===== src/rtl/majority_vote_arbiter_pkg.sv =====
// Shared definitions for the majority-vote arbiter: FSM encodings, vote width
// and the round-robin selection helper.
package majority_arb_pkg;

  localparam logic [1:0] ST_IDLE = 2'd0;
  localparam logic [1:0] ST_VOTE = 2'd1;
  localparam logic [1:0] ST_HOLD = 2'd2;

  localparam int VOTE_W = 3;

  // Returns the first set bit of valid, scanning from last+1 modulo nreq.
  // Only the low nreq bits are considered; nreq is at most 16.
  function automatic logic [3:0] rr_pick(input logic [15:0] valid,
                                         input logic [3:0]  last,
                                         input logic [4:0]  nreq);
    logic [3:0] pick;
    logic       found;
    int         idx;
    pick  = last;
    found = 1'b0;
    idx   = 0;
    for (int k = 1; k <= 16; k++) begin
      idx = (int'(last) + k) % int'(nreq);
      if (!found && (k <= int'(nreq)) && valid[idx]) begin
        pick  = 4'(idx);
        found = 1'b1;
      end else begin
        pick  = pick;
        found = found;
      end
    end
    return pick;
  endfunction

endpackage


===== src/rtl/majority_vote_arbiter_if.sv =====
// Request/result bus between the redundant-channel samplers, the arbiter and
// the downstream consumer.
interface majority_vote_arbiter_if #(
  parameter int NREQ = 4,
  parameter int IDW  = 2
);
  logic [NREQ-1:0]   req_valid;
  logic [3*NREQ-1:0] req_votes;
  logic [NREQ-1:0]   req_ready;
  logic              res_valid;
  logic              res_ready;
  logic [IDW-1:0]    res_id;
  logic              res_vote;
  logic              res_unanimous;

  // Requesters and consumer side
  modport master (
    output req_valid, req_votes, res_ready,
    input  req_ready, res_valid, res_id, res_vote, res_unanimous
  );

  // Arbiter side
  modport slave (
    input  req_valid, req_votes, res_ready,
    output req_ready, res_valid, res_id, res_vote, res_unanimous
  );
endinterface


===== src/rtl/majority_vote_arbiter_majority_1.sv =====
// Combinational 2-of-3 majority voter shared by all requesters.
module majority_1 (
  input  logic a,
  input  logic b,
  input  logic c,
  output logic f
);
  assign f = (a & b) | (a & c) | (b & c);
endmodule


===== src/rtl/majority_vote_arbiter.sv =====
// Round-robin arbiter that time-shares one majority voter among NREQ
// requesters, returns the vote with the requester id and counts
// non-unanimous votes.
module majority_vote_arbiter
  import majority_arb_pkg::*;
#(
  parameter int NREQ = 4,
  parameter int CNTW = 8,
  parameter int IDW  = 2
) (
  input  logic                    clk,
  input  logic                    rst_n,
  majority_vote_arbiter_if.slave  bus,
  input  logic                    dis_clr,
  output logic [CNTW-1:0]         dis_count,
  output logic                    busy
);

  logic [1:0]        state_r;
  logic [IDW-1:0]    last_grant_r;
  logic [IDW-1:0]    cap_id_r;
  logic [VOTE_W-1:0] cap_votes_r;
  logic              res_valid_r;
  logic [IDW-1:0]    res_id_r;
  logic              res_vote_r;
  logic              res_unan_r;
  logic [CNTW-1:0]   dis_count_r;

  logic [15:0]       valid_ext_s;
  logic [3:0]        pick_s;
  logic [IDW-1:0]    grant_s;
  logic [VOTE_W-1:0] grant_votes_s;
  logic              any_valid_s;
  logic [NREQ-1:0]   ready_s;
  logic              maj_s;
  logic              unan_s;

  // Round-robin choice among valid requesters, starting after the last grant
  always_comb begin
    valid_ext_s             = 16'h0000;
    valid_ext_s[NREQ-1:0]   = bus.req_valid;
    any_valid_s             = |bus.req_valid;
    pick_s                  = rr_pick(valid_ext_s, 4'(last_grant_r), 5'(NREQ));
    grant_s                 = IDW'(pick_s);
  end

  // Select the vote triplet of the granted requester
  always_comb begin
    grant_votes_s = {VOTE_W{1'b0}};
    for (int i = 0; i < NREQ; i++) begin
      if (grant_s == IDW'(i)) begin
        grant_votes_s = bus.req_votes[VOTE_W*i +: VOTE_W];
      end else begin
        grant_votes_s = grant_votes_s;
      end
    end
  end

  // One-hot acceptance pulse; only offered in IDLE and never while in reset
  always_comb begin
    if (rst_n && (state_r == ST_IDLE) && any_valid_s) begin
      ready_s = {{(NREQ-1){1'b0}}, 1'b1} << grant_s;
    end else begin
      ready_s = {NREQ{1'b0}};
    end
  end

  majority_1 u_voter (
    .a (cap_votes_r[2]),
    .b (cap_votes_r[1]),
    .c (cap_votes_r[0]),
    .f (maj_s)
  );

  assign unan_s = (cap_votes_r == 3'b000) || (cap_votes_r == 3'b111);

  // Control FSM with capture and result registers
  always_ff @(posedge clk or negedge rst_n) begin
    if (!rst_n) begin
      state_r      <= ST_IDLE;
      last_grant_r <= IDW'(NREQ - 1);
      cap_id_r     <= {IDW{1'b0}};
      cap_votes_r  <= {VOTE_W{1'b0}};
      res_valid_r  <= 1'b0;
      res_id_r     <= {IDW{1'b0}};
      res_vote_r   <= 1'b0;
      res_unan_r   <= 1'b0;
    end else begin
      case (state_r)
        ST_IDLE: begin
          if (any_valid_s) begin
            cap_votes_r  <= grant_votes_s;
            cap_id_r     <= grant_s;
            last_grant_r <= grant_s;
            state_r      <= ST_VOTE;
          end else begin
            state_r      <= ST_IDLE;
          end
        end
        ST_VOTE: begin
          res_vote_r  <= maj_s;
          res_unan_r  <= unan_s;
          res_id_r    <= cap_id_r;
          res_valid_r <= 1'b1;
          state_r     <= ST_HOLD;
        end
        ST_HOLD: begin
          if (bus.res_ready) begin
            res_valid_r <= 1'b0;
            state_r     <= ST_IDLE;
          end else begin
            state_r     <= ST_HOLD;
          end
        end
        default: begin
          res_valid_r <= 1'b0;
          state_r     <= ST_IDLE;
        end
      endcase
    end
  end

  // Saturating disagreement counter; a clear wins over a same-cycle increment
  always_ff @(posedge clk or negedge rst_n) begin
    if (!rst_n) begin
      dis_count_r <= {CNTW{1'b0}};
    end else if (dis_clr) begin
      dis_count_r <= {CNTW{1'b0}};
    end else if ((state_r == ST_VOTE) && !unan_s && (dis_count_r != {CNTW{1'b1}})) begin
      dis_count_r <= dis_count_r + CNTW'(1);
    end else begin
      dis_count_r <= dis_count_r;
    end
  end

  assign bus.req_ready     = ready_s;
  assign bus.res_valid     = res_valid_r;
  assign bus.res_id        = res_id_r;
  assign bus.res_vote      = res_vote_r;
  assign bus.res_unanimous = res_unan_r;
  assign dis_count         = dis_count_r;
  assign busy              = (state_r != ST_IDLE);

endmodule


===== src/flat_wrapper.sv =====
// flat-port wrapper written by rule: the top's interface ports become plain ports
module majority_vote_arbiter_flat import majority_arb_pkg::*;
#(
  parameter int NREQ = 4,
  parameter int CNTW = 8,
  parameter int IDW  = 2
)
  (clk, rst_n, dis_clr, dis_count, busy, bus_req_valid, bus_req_votes, bus_res_ready, bus_req_ready, bus_res_valid, bus_res_id, bus_res_vote, bus_res_unanimous);
  majority_vote_arbiter_if #(.NREQ(NREQ), .IDW(IDW)) bus_i ();
  input  logic clk;
  input  logic rst_n;
  input  logic dis_clr;
  output logic [CNTW-1:0] dis_count;
  output logic busy;
  input wire logic [$bits(bus_i.req_valid)-1:0] bus_req_valid;
  input wire logic [$bits(bus_i.req_votes)-1:0] bus_req_votes;
  input wire logic [$bits(bus_i.res_ready)-1:0] bus_res_ready;
  output wire logic [$bits(bus_i.req_ready)-1:0] bus_req_ready;
  output wire logic [$bits(bus_i.res_valid)-1:0] bus_res_valid;
  output wire logic [$bits(bus_i.res_id)-1:0] bus_res_id;
  output wire logic [$bits(bus_i.res_vote)-1:0] bus_res_vote;
  output wire logic [$bits(bus_i.res_unanimous)-1:0] bus_res_unanimous;
  assign bus_i.req_valid = bus_req_valid;
  assign bus_i.req_votes = bus_req_votes;
  assign bus_i.res_ready = bus_res_ready;
  assign bus_req_ready = bus_i.req_ready;
  assign bus_res_valid = bus_i.res_valid;
  assign bus_res_id = bus_i.res_id;
  assign bus_res_vote = bus_i.res_vote;
  assign bus_res_unanimous = bus_i.res_unanimous;
  majority_vote_arbiter #(.NREQ(NREQ), .CNTW(CNTW), .IDW(IDW)) u_core (.clk(clk), .rst_n(rst_n), .bus(bus_i), .dis_clr(dis_clr), .dis_count(dis_count), .busy(busy));
endmodule

===== config.mk =====
export PLATFORM = sky130hd
export DESIGN_NAME = majority_vote_arbiter_flat
export DESIGN_NICKNAME = d
export VERILOG_FILES = /design/src/rtl/majority_vote_arbiter_pkg.sv /design/src/rtl/majority_vote_arbiter_if.sv /design/src/rtl/majority_vote_arbiter_majority_1.sv /design/src/rtl/majority_vote_arbiter.sv /design/src/flat_wrapper.sv
export SDC_FILE = /design/constraint.sdc
export NUM_CORES = 1
export LEC_CHECK = 0
export ABC_AREA = 1
export CAP_MARGIN = 20
export CORE_MARGIN = 4
export CORE_UTILIZATION = 48
export DETAILED_ROUTE_END_ITERATION = 8
export GPL_TIMING_DRIVEN = 0
export PLACE_DENSITY = 0.79
export SYNTH_ARGS = -nofsm -noshare
export SYNTH_HDL_FRONTEND = slang
export SYNTH_SLANG_ARGS = --single-unit

===== constraint.sdc =====
create_clock -name clk -period 2.41 [get_ports clk]
set_input_delay 0.241 -clock clk [delete_from_list [all_inputs] [get_ports clk]]
set_output_delay 0.241 -clock clk [all_outputs]
set_load 0.03 [all_outputs]

# Yosys cells after proc, flatten, opt, wreduce, memory -nomap -nowiden
# Cells that the tools add are included.
[word_totals]
regBits = 22
output_inout_bits = 18
wordCells = 92
inputBits = 20
[op_classes]
shift = 1
n_lt_le_gt_ge = 4
n_addsub = 5
n_bitwise = 10
reduce_logical = 24
mux = 31
eq_ne = 8
[op_table]
columns = ["operator", "count"]
rows = [
  ["less-than comparator 3 x 6 -> 1 bit, second input constant", 4],
  ["2-to-1 mux 8 bit", 2],
  ["2-to-1 mux 1 bit", 13],
  ["binary-select mux 1 bit (select 3 bit)", 4],
  ["2-to-1 mux 3 bit", 4],
  ["2-to-1 mux 2 bit", 5],
  ["adder 8 x 1 -> 8 bit, second input constant", 1],
  ["inequality test 8 bit, second input constant", 1],
  ["OR reduction 2 bit", 4],
  ["logical AND 1 bit", 7],
  ["== test 2 bit, second input constant", 3],
  ["one-hot mux 2 bit (3 select lines)", 1],
  ["adder 2 x 1 -> 2 bit, second input constant", 2],
  ["adder 2 bit, second input constant", 2],
  ["AND 1 bit, first input constant", 4],
  ["== test 2 x 1 -> 1 bit, second input constant", 2],
  ["zero test 1 bit", 4],
  ["zero test 2 bit", 2],
  ["2-to-1 mux 4 bit", 1],
  ["AND reduction 2 bit", 2],
  ["nonzero test 2 bit", 2],
  ["OR reduction 4 bit", 1],
  ["left shift 1 x 2 -> 4 bit, first input constant", 1],
  ["AND 1 bit", 3],
  ["other kinds (7)", 8],
]

# Logic depth before layout (Yosys ltp)
[logic_depth]
depth_word = 21
depth_mapped = 17
depth_no_buf = 16

# By module
# From an unflattened synthesis, not the netlist that was laid out.
[hier_totals]
hier_cells = 196
hier_area_um2 = 1450.1
[by_module_without_submodules]
columns = ["mod", "cells_per_inst", "seq_area_each_um2", "n_inst", "area_each_um2"]
rows = [
  ["majority_vote_arbiter", 192, 553.0, 1, 1428.9],
  ["majority_1", 4, 0.0, 1, 21.3],
]

# Worst setup path before layout
# No wires, ideal clock.
[synth_timing]
path_kind = "register -> output"
start = "register u_core.last_grant_r[0]"
end = "output bus_req_ready[2]"
arrival_time_ns = 1.997
path_stages_with_launch = 12
path_buffers = 1
t_required_ns = 2.169
path_slack_ns = 0.172
cell_sequence = "dfstp_2 -> buf_6 -> inv_8 -> nand2_1 -> nand2_2 -> nand2_4 -> nand2_4 -> nor2_4 -> nand3_2 -> nand2_4 -> inv_2 -> nor3_1"
[synth_via]
elab_chain_len = 18
elab_cells_between_ends = 39
cone_classes = "add/sub (4); shift (1); mux (20); bitwise (4); reduce/logical (10)"
[synth_lines]
columns = ["item", "line", "text"]
rows = [
  ["start: declaration", "majority_vote_arbiter.sv:20", "logic [IDW-1:0] last_grant_r;"],
  ["start signal: assignment", "majority_vote_arbiter.sv:81", "last_grant_r <= IDW'(NREQ - 1);"],
  ["start signal: assignment", "majority_vote_arbiter.sv:94", "last_grant_r <= grant_s;"],
  ["adder 2 x 1 -> 2 bit", "majority_vote_arbiter_pkg.sv:23", "idx = (int'(last) + k) % int'(nreq);"],
  ["OR reduction 2 bit (no source line)", "n/a", ""],
  ["AND 1 bit (no source line)", "n/a", ""],
  ["binary-select mux 1 bit (select 3 bit)", "majority_vote_arbiter_pkg.sv:24", "if (!found && (k <= int'(nreq)) && valid[idx]) begin"],
  ["2-to-1 mux 1 bit (not written as such) (2 in series)", "majority_vote_arbiter_pkg.sv:24", ""],
  ["2-to-1 mux 1 bit", "majority_vote_arbiter_pkg.sv:24", ""],
  ["zero test 1 bit", "majority_vote_arbiter_pkg.sv:24", ""],
  ["logical AND 1 bit", "majority_vote_arbiter_pkg.sv:24", ""],
  ["2-to-1 mux 1 bit", "majority_vote_arbiter_pkg.sv:24", ""],
  ["zero test 1 bit", "majority_vote_arbiter_pkg.sv:24", ""],
  ["logical AND 1 bit", "majority_vote_arbiter_pkg.sv:24", ""],
  ["2-to-1 mux 1 bit", "majority_vote_arbiter_pkg.sv:24", ""],
  ["zero test 1 bit", "majority_vote_arbiter_pkg.sv:24", ""],
  ["logical AND 1 bit", "majority_vote_arbiter_pkg.sv:24", ""],
  ["2-to-1 mux 2 bit *", "majority_vote_arbiter_pkg.sv:24", ""],
  ["left shift 1 x 2 -> 4 bit *", "majority_vote_arbiter.sv:62", "ready_s = {{(NREQ-1){1'b0}}, 1'b1} << grant_s;"],
  ["2-to-1 mux 4 bit *", "majority_vote_arbiter.sv:61", "if (rst_n && (state_r == ST_IDLE) && any_valid_s) begin"],
  ["end: declaration", "flat_wrapper.sv:18", "output wire logic [$bits(bus_i.req_ready)-1:0] bus_req_ready;"],
]
# Mark *: on every way between the ends. The rest lies on a longest branch, timed or not. The select of a mux whose other input is x is not followed.

# Final worst setup path
# Ends and elaborated chain as after synthesis.

==> run_results.csv <==
group,metric,value,unit
run_status,status,"finished clean",
min_path,hold_class,"in2async",
timing,fin_crit_sh,94.81,%
timing,finalCriticalPeriod,2.285,ns
timing,drv_slew,0,
routing,drtIter0Drc,58,
global_routing,grt_overflow_total,0,
flow_run,cap_violations,0,
timing,finClkSkew,0.0008364,ns
worst_setup_path,cp.arrival,2.04,ns
routing,wl,3032,um
clocking,worstSkewPairLatency,0.30,ns
placement,hpwl,2335,um
logic_synthesis,syn_inst,198,
pwr,peakVddDrop,0.0007926,V
placement,io_buffers,37,
logic_synthesis,ys_types,28,
global_routing,grt_antenna_before_repair,0,
floorplan,io_pins,38,
routing,wl_per_cell,11.03,um
logic_synthesis,synth-seq-cells,22,
floorplan,die_x,62.51,um
floorplan,dieArea,3908,um2
final_layout,diodes,0,
timing,finalSetupTns,0,ns
pwr,power,2.674,mW
final_layout,fill_cells,245,
worst_setup_path,crit_path_start_kind,"register",
final_layout,drive_above_1_share,18.85,%
global_routing,first_global_vias,1197,
worst_setup_path,crit_required,2.17,ns
routing,vias,1374,
clocking,cts.sinks,22,
global_routing,top_usage_layer,"met2",
logic_synthesis,yosysWarnings,0,
pwr,leakage,0.9531,nW
floorplan,num_rows,19,
final_layout,layout.nets,266,
worst_setup_path,cp-end-kind,"output pin",
timing,slew_headroom,36.77,%
global_routing,grt_use_met2,25.97,%
clocking,cts.reportedPaths.clkPinSlew,0.11,ns
clocking,cts_tree,"done",
global_routing,use_met1,19.64,%
timing,hold-worst-slack,0.1901,ns
clocking,cts_buffers,3,
clocking,clockBufferDepth,2,
global_routing,grt_max_degree,24,
worst_setup_path,critPathKind,"reg2out",
logic_synthesis,postSynthAreaPerCell,7.204,um2
final_layout,syn2layout_area_growth,34.12,%
logic_synthesis,syn_nets,219,
logic_synthesis,seq_area_frac_synth,38.77,%
floorplan,fp.dieH,62.51,um
clocking,cts-root-buf,"clkbuf_4",
timing,tightest_slew,0.9484,ns
final_layout,final_common_cell,"nand2_1",
routing,drt-pass1-iter-count,4,
timing,rsz0062_at_grt,"yes",
final_layout,final_util,68.20,%
timing,max_freq,437.7,MHz
worst_setup_path,r2r_cells,17,
pwr,power_density,1398,nW/um2
floorplan,core,2805,um2
clocking,htreeDepth,1,
final_layout,design_area,1913,um2
routing,routed_via_density,4.996,
global_routing,grt_usage,15.11,%
routing,route.detailed.drc,0,
timing,finalSetupViolCount,0,
floorplan,initial_core_util,50.85,%
global_routing,grt_first_pass_wirelength,5023,um
worst_setup_path,cp_max_fo,9,
timing,final_hold_viol_count,0,
placement,gp_congestion,0.8185,
global_routing,met3_usage,3.417,%
placement,placed_area,1836,um2
logic_synthesis,syn_area,1426,um2
routing,detail-route-antenna-nets,0,
final_layout,final_cell_mix,"55 x nand2_1, 32 x clkdlybuf4s50_1, 31 x inv_1",
area by class of cell:
cell class	count	area, um2	share of cell area, %
buffer	2	18.77	0.9810
timing repair buffer	41	389.1	20.34
tap	31	38.79	2.027
sequential	22	553.0	28.91
inverter	36	145.1	7.587
multi-input combinational	139	732.0	38.26
clock buffer	4	36.28	1.897
critical path, stage by stage (launching register included):
cell and delay (ns):
dfstp_2 0.55, buf_8 0.13, inv_8 0.05, nand2_1 0.06, nand2_2 0.08, nand2_1 0.09, nand2_2 0.08, nand3_2 0.10
nand3_2 0.11, nand2_4 0.13, inv_2 0.06, nor3_2 0.12, buf_4 0.19
report_power, final:
group          switching (mW)  leakage, nW  internal, mW  total, mW
registers              0.0942        0.278         0.515      0.609
logic                    1.17        0.654         0.704       1.87
clock network           0.103       0.0210        0.0921      0.195
kinds of logic (layout without fill, tap and decap cells):
logic type | Yosys count | after routing | share of synthesized area, %
and+or+nand+nor | 106 | 107 | 37.28
buffers and inverters | 38 | 83 | 11.23
AOI/OAI and AO/OA | 31 | 31 | 11.84
DFF | 22 | 22 | 38.77
adders and majority gates | 1 | 1 | 0.8771
worst paths after layout:
kind	start	endpoint	slack [ns]
setup reg to reg	u_core.last_grant_r[0]	u_core.cap_votes_r[2]	0.46
max in group asynchronous	rst_n	u_core.bus.res_vote	1.65
hold / removal	rst_n	u_core.dis_count[5]	0.19
hold reg to reg	u_core.bus.res_valid	u_core.bus.res_valid	0.51
setup / recovery	u_core.last_grant_r[0]	bus_req_ready[2]	0.13
min in group clk	u_core.bus.res_valid	u_core.bus.res_valid	0.51
routing by layer:
metal,wire (um),vias up
met2,1403,36
met1,1467,617
met4,13,0
met5,0,-
li1,-,719
met3,147,2
Yosys cell counts (all sizes together):
| master | count | area (um2) |
|---|---|---|
| inv | 36 | 145.1 |
| clkbuf | 1 | 3.750 |
| buf | 1 | 11.26 |
| ha | 1 | 12.51 |
| o31ai | 1 | 7.510 |
| dfstp | 2 | 52.55 |
| nor3 | 5 | 25.02 |
| dfrtp | 20 | 500.5 |
| nor2 | 14 | 70.07 |
| nand2 | 70 | 327.8 |
| a31oi | 1 | 6.260 |
| nand4 | 1 | 6.260 |
| a211oi | 3 | 22.52 |
| nor4 | 1 | 6.260 |
| a21oi | 7 | 35.03 |
| o21a | 1 | 7.510 |
| o21ai | 18 | 90.08 |
| nand3 | 14 | 90.09 |
| or2 | 1 | 6.260 |
flip-flops by register name (all words and copies together), names as in the netlist:
register                  cells
u_core.bus.res_valid          1
u_core.state_r                2
u_core.dis_count              8
u_core.bus.res_id             2
u_core.cap_id_r               2
u_core.last_grant_r           2
u_core.cap_votes_r            3
u_core.bus.res_unanimous      1
u_core.bus.res_vote           1
metrics by stage:
stage | worst slack, ns | cells
6_report | 0.1252 | 275
5_1_grt | -0.03121 | 275
4_1_cts | -0.06358 | 270
3_5_place_dp | -0.4479 | 266
3_3_place_gp | -0.4383 | 266
2_1_floorplan | 0.1719 | 198
what timing repair did:
item                       CTS  global route
pin swaps                    0             2
setup buffers                0             4
gates resized for setup     20            14
setup endpoints to repair    4             4
hold buffers                 0             0
gates cloned                 0             1
Note: power is estimated with default switching activity, not from simulation.
